## config.mk

```make
export PLATFORM = sky130hd
export DESIGN_NAME = fpu_cmd_sequencer
export DESIGN_NICKNAME = d
export VERILOG_FILES = /design/src/rtl/fpu_cmd_sequencer.sv
export SDC_FILE = /design/constraint.sdc
export NUM_CORES = 1
export LEC_CHECK = 0
export BUFFER_PORTS_ARGS = -buffer_cell sky130_fd_sc_hd__buf_2
export CAP_MARGIN = 0
export CORE_MARGIN = 5
export CORE_UTILIZATION = 40
export CTS_BUF_LIST = sky130_fd_sc_hd__clkbuf_4 sky130_fd_sc_hd__clkbuf_8 sky130_fd_sc_hd__clkbuf_16
export CTS_CLUSTER_DIAMETER = 120
export DETAILED_ROUTE_END_ITERATION = 7
export SLEW_MARGIN = 20
export SYNTH_ARGS = -nofsm -noshare
export SYNTH_HDL_FRONTEND = slang
export SYNTH_SLANG_ARGS = --single-unit
```

## constraint.sdc

```tcl
create_clock -name clock -period 6.5 [get_ports clock]
set_input_delay 0 -clock clock [delete_from_list [all_inputs] [get_ports clock]]
set_output_delay 0 -clock clock [all_outputs]
set_load 0.02 [all_outputs]
```

## src/rtl/fpu_cmd_sequencer.sv

```systemverilog
// Command sequencer for the SPI FPU: register file, command decode, load/readback, ALU issue.
// Optional WAIT timeout abort enabled by defining FPU_SEQ_TIMEOUT_EN.
module fpu_cmd_sequencer #(
  parameter int TIMEOUT = 15
) (
  input  logic        clock,
  input  logic        reset,
  input  logic        cs_n,
  input  logic        cmd_valid,
  output logic        cmd_ready,
  input  logic [7:0]  cmd_data,
  input  logic        in_valid,
  output logic        in_ready,
  input  logic [7:0]  in_data,
  output logic        out_valid,
  input  logic        out_ready,
  output logic [7:0]  out_data,
  output logic        alu_op_valid,
  input  logic        alu_op_ready,
  output logic [1:0]  alu_op,
  output logic [31:0] alu_a,
  output logic [31:0] alu_b,
  input  logic        alu_result_valid,
  input  logic [31:0] alu_result,
  output logic        busy,
  output logic        error
);

  typedef enum logic [2:0] {S_IDLE, S_LOAD, S_ISSUE, S_WAIT, S_READ} state_t;

  state_t            state, state_nx;
  logic [1:0]        cnt, cnt_nx;
  logic [31:0]       shadow, shadow_nx;
  logic [3:0][31:0]  regs;
  logic [1:0]        op_q, ra_q, rb_q, rd_q;
  logic              wr_en;
  logic [31:0]       wr_data;
  logic              timeout_hit;

`ifdef FPU_SEQ_TIMEOUT_EN
  localparam int TW = $clog2(TIMEOUT + 1);
  logic [TW-1:0] wcnt;
  logic          err_q;

  // Counts WAIT cycles; value 1 on the first WAIT cycle after the issue handshake.
  always_ff @(posedge clock) begin
    if (reset) begin
      wcnt  <= '0;
      err_q <= 1'b0;
    end else begin
      if (state == S_ISSUE && alu_op_ready) wcnt <= TW'(1);
      else if (state == S_WAIT)             wcnt <= wcnt + TW'(1);
      if (timeout_hit) err_q <= 1'b1;
    end
  end

  assign error = err_q;
`else
  logic [31:0] unused_timeout;
  assign unused_timeout = TIMEOUT;
  assign error = 1'b0;
`endif

  always_ff @(posedge clock) begin
    if (reset) begin
      state  <= S_IDLE;
      cnt    <= '0;
      shadow <= '0;
      regs   <= '0;
      op_q   <= '0;
      ra_q   <= '0;
      rb_q   <= '0;
      rd_q   <= '0;
    end else begin
      state  <= state_nx;
      cnt    <= cnt_nx;
      shadow <= shadow_nx;
      if (state == S_IDLE && cmd_valid) {op_q, ra_q, rb_q, rd_q} <= cmd_data;
      if (wr_en) regs[rd_q] <= wr_data;
    end
  end

  always_comb begin
    state_nx    = state;
    cnt_nx      = cnt;
    shadow_nx   = shadow;
    wr_en       = 1'b0;
    wr_data     = alu_result;
    timeout_hit = 1'b0;
    case (state)
      S_IDLE: if (cmd_valid) begin
        cnt_nx = '0;
        case (cmd_data[7:6])
          2'd0:    state_nx = S_LOAD;
          2'd3: begin
            state_nx  = S_READ;
            shadow_nx = regs[cmd_data[5:4]];
          end
          default: state_nx = S_ISSUE;
        endcase
      end
      S_LOAD: begin
        if (cs_n) begin
          state_nx  = S_IDLE;
          cnt_nx    = '0;
          shadow_nx = '0;
        end else if (in_valid) begin
          shadow_nx[{cnt, 3'b000} +: 8] = in_data;
          if (cnt == 2'd3) begin
            wr_en    = 1'b1;
            wr_data  = {in_data, shadow[23:0]};
            state_nx = S_IDLE;
            cnt_nx   = '0;
          end else begin
            cnt_nx = cnt + 2'd1;
          end
        end
      end
      S_ISSUE: if (alu_op_ready) state_nx = S_WAIT;
      S_WAIT: begin
        if (alu_result_valid) begin
          wr_en    = 1'b1;
          state_nx = S_IDLE;
        end
`ifdef FPU_SEQ_TIMEOUT_EN
        else if (wcnt == TW'(TIMEOUT)) begin
          timeout_hit = 1'b1;
          state_nx    = S_IDLE;
        end
`endif
      end
      S_READ: begin
        if (cs_n) begin
          state_nx = S_IDLE;
          cnt_nx   = '0;
        end else if (out_ready) begin
          if (cnt == 2'd3) begin
            state_nx = S_IDLE;
            cnt_nx   = '0;
          end else begin
            cnt_nx = cnt + 2'd1;
          end
        end
      end
      default: state_nx = S_IDLE;
    endcase
  end

  // Operands read straight from the register file: nothing can write it while in ISSUE.
  assign cmd_ready    = (state == S_IDLE);
  assign busy         = (state != S_IDLE);
  assign in_ready     = (state == S_LOAD) && !cs_n;
  assign out_valid    = (state == S_READ) && !cs_n;
  assign out_data     = (state == S_READ) ? shadow[{cnt, 3'b000} +: 8] : 8'h00;
  assign alu_op_valid = (state == S_ISSUE);
  assign alu_op       = (state == S_ISSUE) ? op_q : 2'd0;
  assign alu_a        = (state == S_ISSUE) ? regs[ra_q] : 32'h0;
  assign alu_b        = (state == S_ISSUE) ? regs[rb_q] : 32'h0;

endmodule

```

After elaboration in Yosys (flattened, before gate mapping). Cells that the tools add are included.

Output and inout bits: 80. Bits in registers: 173. Bits of input ports: 56. Word-level logic and storage cells: 91.

Add/sub/neg operators: 2. Eq/ne operators: 12. Muxes and demuxes: 45. Order comparisons: 5. Reduce and logical (&&, ||, !) cells: 13. Shift-type cells: 3.

Operator list (number): $mux 32 (14); $bmux 32 s2 (3); $bwmux 128 (1); $demux 32 s2 (1); $pmux 32 s2 (1); $bwmux 32 (1); $shift 8x7->32 const A (1); $shiftx 32x6->8 (1); $shiftx 8x7->32 (1); $mux 3 (8); $pmux 3 s5 (1); $mux 2 (7); $lt 2x3->1 const B (4); $mux 8 (1); $reduce_and 4->1 (2); $neg 5->7 (1); $eq 3x2->1 const B (2); $ne 3x3->1 const B (2); $pmux 2 s3 (1); $pmux 3 s2 (1); $reduce_bool 3->1 (2); $reduce_and 5->1 (1); $eq 2x2->1 const B (2); $logic_and 1x1->1 (4); 12 further kinds (17).

Longest topological paths before layout.
Depth after elaboration: 6. Gate-level depth with buffers: 9. Mapped depth without buffers: 7.

Worst setup path after synthesis. No wires, ideal clock.

Path type: register to register. Start point: register cnt[0]. End point: register shadow[24]. Path buffers: 2. Required time: 6.414 ns. Clock period less this slack: 2.235 ns. Stages on the path, launching flop included: 9. Slack: 4.265 ns. Data arrival time: 2.150 ns. Library setup time: 0.086 ns. Path through: dfxtp_1 > buf_2 > buf_2 > inv_1 > ha_1 > nand3b_1 > nor3b_2 > a22oi_1 > a211oi_1.

Longest elaborated chain between the ends: 6. Elaborated cells between the ends (all ways): 7. Classes of those cells: add/sub: 1; shift: 2; mux: 4.

Ends and longest elaborated chain: start, declared (RTL line 32) `logic [1:0] cnt, cnt_nx;`; start signal, assigned (RTL line 76) `cnt <= cnt_nx;`; $neg 5->7 (*) (RTL line 108) `shadow_nx[{cnt, 3'b000} +: 8] = in_data;`; $shiftx 8x7->32 / $shift 8x7->32 (equally long branches) (RTL line 108); $bwmux 32 (*) (RTL line 108); $mux 32 (*) (RTL line 107) `end else if (in_valid) begin`; $mux 32 (*) (RTL line 103) `if (cs_n) begin`; $pmux 32 s2 (*) (RTL line 90) `case (state)`; end signal, assigned (RTL line 77) `shadow <= shadow_nx;`; end, declared (RTL line 33) `logic [31:0] shadow, shadow_nx;`.

Every way passes the cells marked *; elsewhere a longest branch is shown, timed or not. The select of a mux whose other input is x is not followed. A chain may end at the register's enable or synchronous reset.

Worst setup path in the final report.
Start point: register state[0]. End point: register regs[102] (netlist bit).

Longest elaborated chain between the ends: 3. Elaborated cells between the ends (all ways): 5. Classes of those cells: eq/ne: 2; mux: 3.

Ends and longest elaborated chain: start, declared (RTL line 31) `state_t state, state_nx;`; start signal, assigned (RTL line 75) `state <= state_nx;`; $eq 3x1->1 (RTL line 90); $mux 32 (RTL line 90); $bwmux 128 (RTL line 79) `if (wr_en) regs[rd_q] <= wr_data;`; end signal, assigned by index (RTL line 79); end, declared (RTL line 34) `logic [3:0][31:0] regs;`.

Parallel ways exist; a longest one is shown, timed or not.

==> flow_summary.json <==
{
  "run_status": "completed",
  "routability_congestion_estimate_from_global_placement": 0.844,
  "1st_pass_router_iterations": 5,
  "maximum_number_of_pins_on_one_net_before_global_route_repair": 79,
  "setup_violations": 0,
  "floorplan.die.width_um": 164,
  "drive_gt1_share_pct": 28.8,
  "synth_compound_area_share_pct": 13.2,
  "p_seq_share_pct": 44.2,
  "tritoncts_num_sinks": 173,
  "clock_tree.htree_level_count": 4,
  "synthesis.yosys.warnings": 0,
  "first_pass_grt_wire_length_mm": 47.0,
  "leakage_component_of_the_power_nw": 4.33,
  "cts-hold-fix-buffers": 37,
  "slowest_stage": "sky130_fd_sc_hd__nor4b_4",
  "period_minus_slack_ps": 3250,
  "grt_antenna_before_repair": 0,
  "dpl_cell_area_um2": 10200,
  "finalPower_w": 0.00271,
  "switch_share_pct": 31.0,
  "synthXorXnorAreaFrac_pct": 0.0925,
  "top_cells_by_area_synth": "sky130_fd_sc_hd__dfxtp_1 (37%), sky130_fd_sc_hd__mux4_2 (25%), sky130_fd_sc_hd__nand2_1 (6.3%)",
  "cts.root.buffer_cell": "sky130_fd_sc_hd__clkbuf_16",
  "finalCoreUtilization_pct": 47.7,
  "yosys-mux-area-fraction_pct": 28.6,
  "dpl.cell_count": 1317,
  "floorplan_core_area_um2": 23400,
  "comb_power_share_pct": 20.3,
  "critical_path_class": "flip-flop to flip-flop",
  "die_y_extent_um": 164,
  "globalRouteOverflowTotal": 0,
  "worst-slew-pin-transition_ps": 1180,
  "stdcell_area_um2": 11200,
  "vias": 8024,
  "reg2regPathDepth": 6,
  "tritoncts": "yes",
  "crit_fanout": 18,
  "postCtsSetupBuffers": 0,
  "critPathCaptureType": "flip-flop",
  "critPathTopFamily": "simple AND/OR/NAND/NOR gates",
  "worst-path-buf-inv": 1,
  "global_route.usage.total_pct": 23.1,
  "reg2reg_launch_point": "state[0]",
  "crit_chain": "nor4b_4 > a31o_2 > and2b_1 > nand3_1 > buf_4 > o21ai_0",
  "netlist_instances": 939,
  "synth_area_leader_cell": "sky130_fd_sc_hd__dfxtp_1",
  "share_of_the_synthesized_area_in_the_top_cell_type_pct": 36.6,
  "synth_fp_nets": 1002,
  "ios": 136,
  "ant_nets": 0,
  "routed_wire_length_mm": 30.7,
  "synth_top_cells_by_count": "sky130_fd_sc_hd__dfxtp_1 (173), sky130_fd_sc_hd__nand2_1 (158), sky130_fd_sc_hd__mux4_2 (104)",
  "hold_path.startpoint": "alu_result_valid",
  "slew_viol_final": 0,
  "syn_area_um2": 9460,
  "max-vdd-ir-drop_uv": 155,
  "yosys_register_bits": 173,
  "synth-simple-area-share_pct": 15.6,
  "synthMostInstantiatedCell": "sky130_fd_sc_hd__dfxtp_1",
  "post-route-period-util_pct": 50.1,
  "buffer_ports.inserted": 134,
  "power.density_cell_area_nw_per_um2": 243,
  "finalClockSkew_ps": 11.0,
  "clk_pin_slew_ps": 60,
  "instances_no_fill": 1383,
  "grt_pass1_vias": 7847,
  "clk-insertion-delay-late_ps": 430,
  "diodes": 0,
  "arrival_ps": 3590,
  "synth_top_family_by_area": "multiplexers",
  "hpwl_mm": 20.2,
  "postSynth.topFlopCell": "sky130_fd_sc_hd__dfxtp_1",
  "yosys.area_share.adder_pct": 0.925,
  "numCtsBuffers": 17,
  "max_cap_viol_count": 0,
  "synth-edff-count": 0,
  "postCtsResizedCells": 0,
  "grt_setup_unrepaired": "no",
  "viasPerCell": 5.80,
  "avgSynthCellArea_um2": 10.1,
  "finalSetupTns_ps": 0,
  "post_synth_num_cell_types": 51,
  "worstHoldPathType": "input pin to flip-flop",
  "start_util_pct": 40.4,
  "drt_first_iter_violations": 650,
  "clockBufferDepth": 2,
  "die_area_um2": 26800,
  "area_growth_pct": 18.0,
  "wl_per_cell_um": 22.2,
  "slew_headroom_pct": 21.6,
  "row_count": 56,
  "power_frac_clock_pct": 35.5,
  "timing.hold.worst_path_depth": 5,
  "cellInternalPower_w": 0.00187,
  "synth-async-reset-ratio_pct": 0,
  "critical_path.max_stage_delay_ps": 700,
  "max_freq_mhz": 307,
  "worstSetupStartpoint": "state[0]",
  "fin_nets": 1117,
  "ff2ff_setup_slack_ps": 3250,
  "total_switching_power_w": 0.000839,
  "final-hold-violation-count": 0,
  "crit_required_ps": 6840,
  "critical_path.startpoint_type": "flip-flop",
  "hold_path_end": "state[1]",
  "yosysSeqAreaShare_pct": 36.6,
  "rr_endpoint": "regs[102]",
  "drcViolationCount": 0
}
==> layout by cell type, fill, tap and decap left out, types with 2 or more instances in the layout <==
cell,synthesis,final
sky130_fd_sc_hd__nand2_1,158,155
sky130_fd_sc_hd__a22oi_1,24,24
sky130_fd_sc_hd__and3_1,75,74
sky130_fd_sc_hd__inv_1,7,7
sky130_fd_sc_hd__dlygate4sd3_1,0,37
sky130_fd_sc_hd__clkbuf_4,0,6
sky130_fd_sc_hd__a21oi_2,1,6
sky130_fd_sc_hd__buf_2,17,134
sky130_fd_sc_hd__nor3b_1,2,2
sky130_fd_sc_hd__a21oi_1,17,12
sky130_fd_sc_hd__and2_1,2,2
sky130_fd_sc_hd__o21ai_0,102,102
sky130_fd_sc_hd__nand2_2,0,3
sky130_fd_sc_hd__a211oi_1,24,24
sky130_fd_sc_hd__clkinv_2,0,2
sky130_fd_sc_hd__nand2b_1,2,2
sky130_fd_sc_hd__o21ai_1,28,28
sky130_fd_sc_hd__nand3b_1,3,3
sky130_fd_sc_hd__nand3_1,2,2
sky130_fd_sc_hd__mux4_2,104,104
sky130_fd_sc_hd__nor2b_1,2,2
sky130_fd_sc_hd__clkinv_4,0,2
sky130_fd_sc_hd__clkbuf_16,0,17
sky130_fd_sc_hd__nor3_1,9,9
sky130_fd_sc_hd__dfxtp_2,0,3
sky130_fd_sc_hd__a221oi_1,8,8
sky130_fd_sc_hd__buf_4,3,13
sky130_fd_sc_hd__nor2_1,42,41
sky130_fd_sc_hd__dfxtp_1,173,170
sky130_fd_sc_hd__ha_1,7,7
sky130_fd_sc_hd__mux2i_1,35,35
==> routing by layer <==
metal | global-route usage [%] | part of all wire, %
met5 | 0 | 0
met2 | 36.1 | 46
met4 | 5.91 | 1.7
met1 | 33.7 | 45
met3 | 3.76 | 7.3
==> tightest hold or removal path, cell delays in order <==
cell and delay (ps):
sky130_fd_sc_hd__buf_2 90, sky130_fd_sc_hd__nand2b_1 120, sky130_fd_sc_hd__nand2_1 60, sky130_fd_sc_hd__nor2_1 70
sky130_fd_sc_hd__a2111oi_0 50
==> flip-flops by register name, summed over array words and instances, names as in the netlist <==
signal  flops
rd_q        2
state       3
cnt         2
rb_q        2
op_q        2
regs      128
ra_q        2
shadow     32
==> power by group through the flow <==
stage               combinational (W)  clock [W]  sequential (W)
detailed placement           0.000525          0         0.00122
global route                 0.000599    0.00102         0.00121
finish                       0.000549   0.000962         0.00120
CTS                          0.000545   0.000969         0.00120
floorplan                    0.000396          0         0.00117
global placement             0.000509          0         0.00122
==> worst max-delay path by stage <==
stage | endpoint | slack, ps | cells after the start
6_report | regs[102] | 3250 | 6
3_3_place_gp | regs[42] | 3460 | 4
5_1_grt | regs[103] | 3080 | 6
2_1_floorplan | shadow[24] | 4260 | 8
3_5_place_dp | regs[102] | 3320 | 6
4_1_cts | regs[102] | 3300 | 6
==> layout make-up <==
cell class	count	area [µm²]
multi-input combinational	670	5570
fill	2245	12200
timing repair buffer	185	1170
inverter	7	26.3
tap	319	399
clock inverter	6	66.3
sequential	173	3470
clock buffer	23	470
==> stage by stage <==
stage | worst slack (ps) | hold slack, ps
final | 3250 | 21.4
after global routing | 3080 | 49.8
after floorplan | 4260 | 79.8
after global placement | 3460 | 264
after CTS | 3300 | 13.2
after detailed placement | 3320 | 262
==> cells by family after synthesis <==
| kind of cell | Yosys count |
|---|---|
| other | 1 |
| XOR/XNOR | 1 |
| AO/OA/AOI/OAI | 213 |
| AND/OR/NAND/NOR | 308 |
| flip-flops | 173 |
| adder cells (fa/ha/maj) | 7 |
| multiplexers | 140 |
| buffers and inverters | 96 |
(Power assumes the default switching activity.)
